### config.mk
export PLATFORM = sky130hd
export DESIGN_NAME = ppm_tx
export DESIGN_NICKNAME = d
export VERILOG_FILES = /design/src/rtl/ppm_tx.sv
export SDC_FILE = /design/constraint.sdc
export NUM_CORES = 1
export LEC_CHECK = 0
export CORE_UTILIZATION = 53
export DETAILED_ROUTE_END_ITERATION = 16
export PLACE_DENSITY = 0.87
export SLEW_MARGIN = 20
export SYNTH_ARGS = -nofsm -noshare
export SYNTH_HDL_FRONTEND = slang
export SYNTH_SLANG_ARGS = --single-unit
### constraint.sdc
create_clock -name clk10m -period 2.29 [get_ports clk10m]
set_input_delay 0.458 -clock clk10m [delete_from_list [all_inputs] [get_ports clk10m]]
set_output_delay 0.458 -clock clk10m [all_outputs]
set_load 0.005 [all_outputs]
### src/rtl/ppm_tx.sv
// 8-slot PPM transmitter: frames a valid/ready symbol stream as a slot-0 preamble,
// one pulse per data symbol, then a dark guard gap.
module ppm_tx #(
    parameter int SLOTS         = 8,
    parameter int SLOT_CLKS     = 250,
    parameter int PULSE_CLKS    = 25,
    parameter int PREAMBLE_SYMS = 8,
    parameter int GAP_SYMS      = 2,
    localparam int SYM_W        = $clog2(SLOTS)
) (
    input  logic             clk10m,
    input  logic             reset_n,
    input  logic [SYM_W-1:0] sym_data,
    input  logic             sym_valid,
    input  logic             sym_last,
    output logic             sym_ready,
    output logic             txdata,
    output logic             ppm_clk,
    output logic             busy,
    output logic             underrun,
    output logic             frame_done,
    output logic [1:0]       state_dbg
);

    localparam int SC_W    = $clog2(SLOT_CLKS);
    localparam int CNT_MAX = (PREAMBLE_SYMS > GAP_SYMS) ? PREAMBLE_SYMS : GAP_SYMS;
    localparam int CNT_W   = $clog2(CNT_MAX + 1);

    localparam logic [SC_W-1:0]  SLOT_LAST = SC_W'(SLOT_CLKS - 1);
    localparam logic [SC_W-1:0]  PULSE_LIM = SC_W'(PULSE_CLKS);
    localparam logic [SC_W-1:0]  HALF_SLOT = SC_W'(SLOT_CLKS / 2);
    localparam logic [SYM_W-1:0] IDX_LAST  = SYM_W'(SLOTS - 1);
    localparam logic [CNT_W-1:0] PRE_LAST  = CNT_W'(PREAMBLE_SYMS - 1);
    localparam logic [CNT_W-1:0] GAP_LAST  = CNT_W'(GAP_SYMS - 1);

    localparam logic [1:0] ST_IDLE = 2'd0;
    localparam logic [1:0] ST_PRE  = 2'd1;
    localparam logic [1:0] ST_DATA = 2'd2;
    localparam logic [1:0] ST_GAP  = 2'd3;

    logic [1:0]       state;
    logic [SC_W-1:0]  slot_cnt;
    logic [SYM_W-1:0] slot_idx;
    logic [CNT_W-1:0] sym_cnt;
    logic [SYM_W-1:0] cur_sym;
    logic             last_q;

    logic             eos;
    logic             ready_point;
    logic             active;
    logic [SYM_W-1:0] pulse_slot;

    // Handshake: the source holds sym_valid/sym_data/sym_last; a symbol moves on
    // any edge where sym_valid && sym_ready. sym_ready depends only on internal
    // state, never on sym_valid, and is high for one cycle at a symbol boundary.
    assign eos         = (slot_cnt == SLOT_LAST) && (slot_idx == IDX_LAST);
    assign ready_point = eos && (((state == ST_PRE) && (sym_cnt == PRE_LAST)) ||
                                 ((state == ST_DATA) && !last_q));
    assign sym_ready   = ready_point;
    assign active      = (state == ST_PRE) || (state == ST_DATA);
    assign pulse_slot  = (state == ST_DATA) ? cur_sym : '0;
    assign busy        = (state != ST_IDLE);
    assign state_dbg   = state;

    // In-symbol position; parked at zero in IDLE so a new frame starts aligned.
    always_ff @(posedge clk10m or negedge reset_n) begin
        if (!reset_n) begin
            slot_cnt <= '0;
            slot_idx <= '0;
        end else if (state == ST_IDLE) begin
            slot_cnt <= '0;
            slot_idx <= '0;
        end else if (slot_cnt == SLOT_LAST) begin
            slot_cnt <= '0;
            slot_idx <= eos ? '0 : slot_idx + SYM_W'(1);
        end else begin
            slot_cnt <= slot_cnt + SC_W'(1);
        end
    end

    always_ff @(posedge clk10m or negedge reset_n) begin
        if (!reset_n) begin
            state      <= ST_IDLE;
            sym_cnt    <= '0;
            cur_sym    <= '0;
            last_q     <= 1'b0;
            underrun   <= 1'b0;
            frame_done <= 1'b0;
        end else begin
            underrun   <= 1'b0;
            frame_done <= 1'b0;
            case (state)
                ST_IDLE: begin
                    if (sym_valid) begin
                        state   <= ST_PRE;
                        sym_cnt <= '0;
                    end
                end
                ST_PRE: begin
                    if (eos && (sym_cnt != PRE_LAST)) begin
                        sym_cnt <= sym_cnt + CNT_W'(1);
                    end
                end
                ST_DATA: begin
                    if (eos && last_q) begin
                        state   <= ST_GAP;
                        sym_cnt <= '0;
                    end
                end
                ST_GAP: begin
                    if (eos) begin
                        if (sym_cnt == GAP_LAST) begin
                            state      <= ST_IDLE;
                            frame_done <= 1'b1;
                            sym_cnt    <= '0;
                        end else begin
                            sym_cnt <= sym_cnt + CNT_W'(1);
                        end
                    end
                end
                default: begin
                    state   <= ST_IDLE;
                    sym_cnt <= '0;
                end
            endcase

            // A ready point with no data aborts the frame into the guard gap.
            if (ready_point) begin
                if (sym_valid) begin
                    cur_sym <= sym_data;
                    last_q  <= sym_last;
                    state   <= ST_DATA;
                end else begin
                    underrun <= 1'b1;
                    state    <= ST_GAP;
                    sym_cnt  <= '0;
                end
            end
        end
    end

    // Registered drive outputs, one cycle behind the position counters.
    always_ff @(posedge clk10m or negedge reset_n) begin
        if (!reset_n) begin
            txdata  <= 1'b0;
            ppm_clk <= 1'b0;
        end else begin
            txdata  <= active && (slot_idx == pulse_slot) && (slot_cnt < PULSE_LIM);
            ppm_clk <= active && (slot_cnt < HALF_SLOT);
        end
    end

endmodule

==> flow_summary.json, run 1 <==
{
  "internal_power_w": 0.000801,
  "seq_area_um2": 626,
  "slowest_stage": "dfrtp_1",
  "cts.sinks": 25,
  "syn2layout_area_growth_pct": 19.5,
  "initial_core_util_pct": 55.7,
  "syn_area_per_cell_um2": 10.2,
  "coreArea_um2": 2730,
  "drtPass1Iterations": 4,
  "crit_buf_inv": 2,
  "critical_path_class": "flip-flop to output pin",
  "rrSetupSlack_ns": 0.23,
  "synth_top_cell_by_area": "dfrtp_1",
  "io_buffers": 14,
  "required_ns": 1.83,
  "clockBufferDepth": 2,
  "die_x_um": 55.6,
  "antenna_left": 0,
  "irDropWorstVdd_mv": 0.652,
  "synth_async_sr_flop_share_pct": 100,
  "cp_top_family": "buffers and inverters",
  "fill_cells": 213,
  "grt_remaining_overflow": 0,
  "clk_pin_slew_ns": 0.14,
  "tns_ns": 0,
  "clk_latency_ns": 0.33,
  "die_y_um": 55.6,
  "syn_nets": 169,
  "placed_cells": 200,
  "io_pins": 15,
  "slew_viol_final": 0,
  "via_per_inst": 5.89,
  "rows": 19,
  "switchingPower_w": 0.000435,
  "grt_max_degree": 26,
  "powerDensity_nw_per_um2": 680,
  "power_frac_seq_pct": 43.7,
  "cts_tree": "built",
  "critical_path_depth": 5,
  "critical_path_arrival_ns": 1.73,
  "hold_path.class": "input port to asynchronous set/reset pin",
  "final_common_cell": "dfrtp_1",
  "drv_cap": 0,
  "globalplace.congestion": 0.912,
  "p_leak_nw": 0.856,
  "grt_util_all_layers_pct": 25.0,
  "timing.rr.end": "state_dbg[0]",
  "finalClockSkew_ns": 0.00839,
  "seq_area_frac_synth_pct": 41.1,
  "comb_power_share_pct": 40.1,
  "clockPowerShare_pct": 16.2,
  "yosys_register_bits": 25,
  "worstPathCellList": "buf_4 > ha_2 > and4b_1 > o211a_1 > dlygate4sd2_1",
  "crit_fanout": 4,
  "max_slew_margin_pct": 74.3,
  "ys_top_cells_by_area": "dfrtp_1, ha_1, nor2_1",
  "multi_input_area_um2": 860,
  "grt_pass1_vias": 1268,
  "rsz0062_at_grt": "false",
  "synth-edff-count": 0,
  "crit_path_start": "state_dbg[0]",
  "critical_path.endpoint": "sym_ready",
  "clockRootBuffer": "clkbuf_4",
  "syn_area_um2": 1520,
  "swShare_pct": 35.2,
  "grt_pass1_wl_mm": 5.91,
  "syn_inst": 149,
  "layout-drive-gt1-share_pct": 20.2,
  "antenna_found_initial": 0,
  "synth_cell_types": 49,
  "dieArea_um2": 3090,
  "tightest_slew_ns": 0.375,
  "ff2ff_path_depth": 7,
  "dr_total_vias": 1232,
  "route.detailed.wl_per_inst_um": 16.4,
  "setup_violations": 0,
  "status": "completed",
  "fin_crit_ns": 2.18,
  "totalWireLength_mm": 3.43,
  "final_cell_mix": "dfrtp_1, nor2_1, clkdlybuf4s50_1, ha_1, buf_4",
  "cp-start-kind": "flip-flop",
  "critPathCaptureType": "output pin",
  "hold_violations": 0,
  "synth_flop_cell": "dfrtp_1",
  "cts_hold_buf": 0,
  "final_cells": 209,
  "drc": 0,
  "worstReg2RegStart": "sym_cnt[1]",
  "period_share_pct": 95.3,
  "synth_top_cell_area_share_pct": 41.1,
  "yosysWarningCount": 0,
  "h-tree-depth": 1,
  "max_freq_mhz": 458,
  "dp_hpwl_mm": 2.51,
  "drt_iter0_drc": 58,
  "slowest_delay_ns": 0.41,
  "cts_buffers": 3,
  "nets": 199,
  "antenna_cells": 0
}
worst min-delay path by stage:
| stage | start | end | slack [ns] | cells after the start |
|---|---|---|---|---|
| 6_report | reset_n | last_q | 0.47 | 2 |
| 5_1_grt | reset_n | last_q | 0.50 | 2 |
| 4_1_cts | reset_n | frame_done | 0.48 | 2 |
| 3_5_place_dp | slot_cnt[0] | slot_cnt[0] | 0.51 | 1 |
| 3_3_place_gp | cur_sym[2] | cur_sym[2] | 0.50 | 1 |
| 2_1_floorplan | reset_n | cur_sym[0] | 0.16 | 0 |
synth_stat cells, types with 3 or more instances:
library cell   n
a21oi_1        4
a31oi_1        3
and3_1         3
dfrtp_1       25
ha_1          13
inv_1         10
mux2_2         4
nand2_1        7
nand3_1        5
nor2_1        21
nor3_1         3
o21ai_0        3
xnor2_1        5
cell type report:
| class | instances | share of cell area [%] |
|---|---|---|
| Clock buffer | 3 | 1.24 |
| Multi-Input combinational cell | 113 | 47.3 |
| Sequential cell | 25 | 34.4 |
| Timing Repair Buffer | 26 | 12.6 |
| Inverter | 10 | 2.06 |
| Clock inverter | 1 | 0.275 |
| Tap cell | 31 | 2.13 |
power by group through the flow:
stage / Sequential, W / Combinational [W] / Clock [W]
floorplan: 0.000550 / 0.000288 / 0
global placement: 0.000547 / 0.000458 / 0
detailed placement: 0.000549 / 0.000477 / 0
CTS: 0.000540 / 0.000492 / 0.000209
global route: 0.000547 / 0.000558 / 0.000217
finish: 0.000540 / 0.000495 / 0.000200
timing repair:
| item | CTS | global route |
|---|---|---|
| buffers inserted | 5 | 0 |
| pin swaps | 1 | 0 |
| resized for setup | 2 | 1 |
| endpoints found under the setup margin | 1 | 1 |
sequential cells by signal, indices dropped and copies added (netlist names):
| signal | flops |
|---|---|
| slot_cnt | 8 |
| sym_cnt | 4 |
| cur_sym | 3 |
| slot_idx | 3 |
| state_dbg | 2 |
| frame_done | 1 |
| last_q | 1 |
| ppm_clk | 1 |
| txdata | 1 |
| underrun | 1 |
per-stage QoR:
step	cell area, um2	util [%]	hold WS, ns	worst slack (ns)	total power [W]
after floorplan	1520	-	0.162	0.356	0.000838
after global placement	1750	64.0	0.496	0.175	0.00101
after detailed placement	1750	64.0	0.511	0.140	0.00103
after CTS	1820	66.4	0.481	0.0612	0.00124
after global routing	1820	66.5	0.502	0.0202	0.00132
final	1820	66.5	0.471	0.107	0.00124
worst register-to-register path, stage by stage (launching register included):
cell and delay, ns:
dfrtp_1 0.43, inv_1 0.09, ha_1 0.18, nor3b_2 0.24, o22a_1 0.21, or3b_4 0.41
and3_1 0.18, o31a_1 0.22
metal layers:
metal | vias to the layer above | track usage (%) | wire [um]
met5 | - | 0 | 0
met4 | 0 | 11.8 | 114
met3 | 10 | 4.42 | 133
met2 | 33 | 44.6 | 1800
met1 | 605 | 28.9 | 1380
li1 | 584 | - | -
cell families (layout without fill, tap and decap cells):
family	count (synthesis)	count (layout)	share of synthesized area (%)
adders and majority gates	13	13	10.7
DFF	25	25	41.1
buffers and inverters	11	40	2.71
and+or+nand+nor	60	60	22.7
AOI/OAI and AO/OA	27	27	14.5
muxes	6	6	4.28
xor gates and xnor gates	7	7	4.03
Power figures use the tool's default switching activity.
==> run 2, diff against run 1 <==
Settings changed: TNS_END_PERCENT set to 30.
==> results of run 2 <==
Final layout, timing and power as in run 1 (identical DEF).
==> run 3, diff against run 2 <==
Settings changed: CORE_UTILIZATION 53 to 56, PLACE_DENSITY 0.87 to 0.91.
==> run 3 against run 2 <==
  * Final area decreased by 0.28%
  * Global-route usage about the same
  * Critical path depth fell by 1
  * Largest cell class unchanged
  * Via count shrank 1.9%
  * Die area decreased by 5.2%
  * Combinational power down 4.6%
  * Setup slack worse by 0.0029 ns
  * Non-clock buffer count is 1 lower
  * Fmax fell by 0.13%
==> flow_summary.json, run 3 (synthesized netlist as in run 1, its figures left out) <==
{
  "via_per_inst": 5.84,
  "met1_usage_pct": 29.9,
  "max_slew_margin_pct": 72.8,
  "placed_cells": 198,
  "drtPass1Iterations": 4,
  "dieArea_um2": 2930,
  "clk_pin_slew_ns": 0.13,
  "globalplace.congestion": 0.881,
  "finalClockSkew_ns": 0.00154,
  "tns_ns": 0,
  "setup_violations": 0,
  "antenna_cells": 0,
  "use_met2_pct": 44.1,
  "clockRootBuffer": "clkbuf_4",
  "drt_iter0_drc": 30,
  "critical_path_arrival_ns": 1.73,
  "tightest_slew_ns": 0.407,
  "crit_fanout": 5,
  "drc": 0,
  "io_pins": 15,
  "required_ns": 1.83,
  "totalWireLength_mm": 3.09,
  "nets": 198,
  "met3_usage_pct": 3.39,
  "largest_reg_flops": 8,
  "die_x_um": 54.1,
  "p_leak_nw": 0.843,
  "final_common_cell": "dfrtp_1",
  "irDropWorstVdd_mv": 0.606,
  "die_y_um": 54.1,
  "grt_max_degree": 26,
  "cts.sinks": 25,
  "initial_core_util_pct": 60.3,
  "io_buffers": 14,
  "reg.largest.list": "slot_cnt x8, sym_cnt x4",
  "critical_path_class": "flip-flop to output pin",
  "rows": 18,
  "final_cell_mix": "dfrtp_1, nor2_1, clkdlybuf4s50_1, ha_1, buf_4",
  "cts_buffers": 3,
  "hold_path.class": "input port to asynchronous set/reset pin",
  "busiest_layer": "met2",
  "grt_remaining_overflow": 0,
  "layout-drive-gt1-share_pct": 20.3,
  "h-tree-depth": 1,
  "status": "completed",
  "grt_pass1_wl_mm": 5.09,
  "cp-start-kind": "flip-flop",
  "clockBufferDepth": 2,
  "powerDensity_nw_per_um2": 670,
  "antenna_left": 0,
  "route.detailed.wl_per_inst_um": 14.9,
  "seq_area_um2": 627,
  "final_cells": 207,
  "fin_crit_ns": 2.19,
  "grt_util_all_layers_pct": 24.9,
  "syn2layout_area_growth_pct": 19.2,
  "hold_violations": 0,
  "cts_tree": "built",
  "slew_viol_final": 0,
  "dr_total_vias": 1208,
  "antenna_found_initial": 0,
  "critPathCaptureType": "output pin",
  "grt_pass1_vias": 1182,
  "drv_cap": 0,
  "max_flop_register": "slot_cnt",
  "clk_latency_ns": 0.32,
  "fill_cells": 192,
  "rsz0062_at_grt": "false",
  "multi_input_area_um2": 860,
  "coreArea_um2": 2520,
  "max_freq_mhz": 457,
  "period_share_pct": 95.5,
  "dp_hpwl_mm": 2.32
}
==> run 3: cell count changes in the layout (fill, tap and decap cells not counted) <==
cell,previous run,this run
clkinvlp_4,0,1
dfrtp_1,25,24
buf_4,12,11
dfrtp_2,0,1
clkinv_2,1,0
==> run 3: cell type report <==
class	instances	share of cell area [%]
clock buffer	3	1.24
tap	30	2.07
inverter	10	2.07
multi-input combinational	113	47.4
clock inverter	1	0.414
timing repair buffer	25	12.2
sequential	25	34.6
==> run 3: per-stage QoR <==
stage          hold slack [ns]  total power, W  area [um2]  utilization [%]  setup WS, ns
6_report                 0.475         0.00122        1810             71.9         0.104
4_1_cts                  0.468         0.00122        1810             71.8        0.0816
3_3_place_gp             0.494        0.000990        1740             69.0         0.206
2_1_floorplan            0.162        0.000838        1520                -         0.356
3_5_place_dp             0.523         0.00101        1740             69.0         0.149
5_1_grt                  0.490         0.00132        1810             71.9        0.0148
==> run 3: path summary, 6_finish.rpt <==
path / from / end / slack [ns] / cells after the start
max: sym_cnt[0] / sym_ready / 0.10 / 4
min: reset_n / cur_sym[0] / 0.48 / 2
max reg2reg: slot_idx[1] / sym_cnt[1] / 0.24 / 8
min reg2reg: sym_cnt[0] / sym_cnt[0] / 0.52 / 1
max in group asynchronous: reset_n / sym_cnt[0] / 1.56 / 2
min in group clk10m: sym_cnt[0] / sym_cnt[0] / 0.52 / 1
==> run 3: power by group <==
part | switching [W] | internal [W] | leakage (nW)
sequential | 0.0000506 | 0.000493 | 0.336
combinational | 0.000241 | 0.000232 | 0.493
clock | 0.000133 | 0.0000667 | 0.0139
total | 0.000424 | 0.000791 | 0.843
==> run 3: critical path, stage by stage (launching register included) <==
cell and delay [ns]:
dfrtp_2 0.46, ha_1 0.26, and4b_1 0.21, o211a_1 0.22, dlygate4sd2_1 0.26
==> run 3: repair_timing <==
item,in CTS,in global routing
endpoints found under the hold margin,0,0
hold buffers,0,0
buffers inserted,5,0
resized for setup,3,1
endpoints found under the setup margin,1,1
pin swaps,1,0
==> run 3: per-layer routing <==
metal  wire [um]  vias up  share of wire, %
met1        1390      593                45
met2        1610       28                52
li1            -      585                 -
met3          78        2               2.5
met4          15        0              0.48
met5           0        -                 0
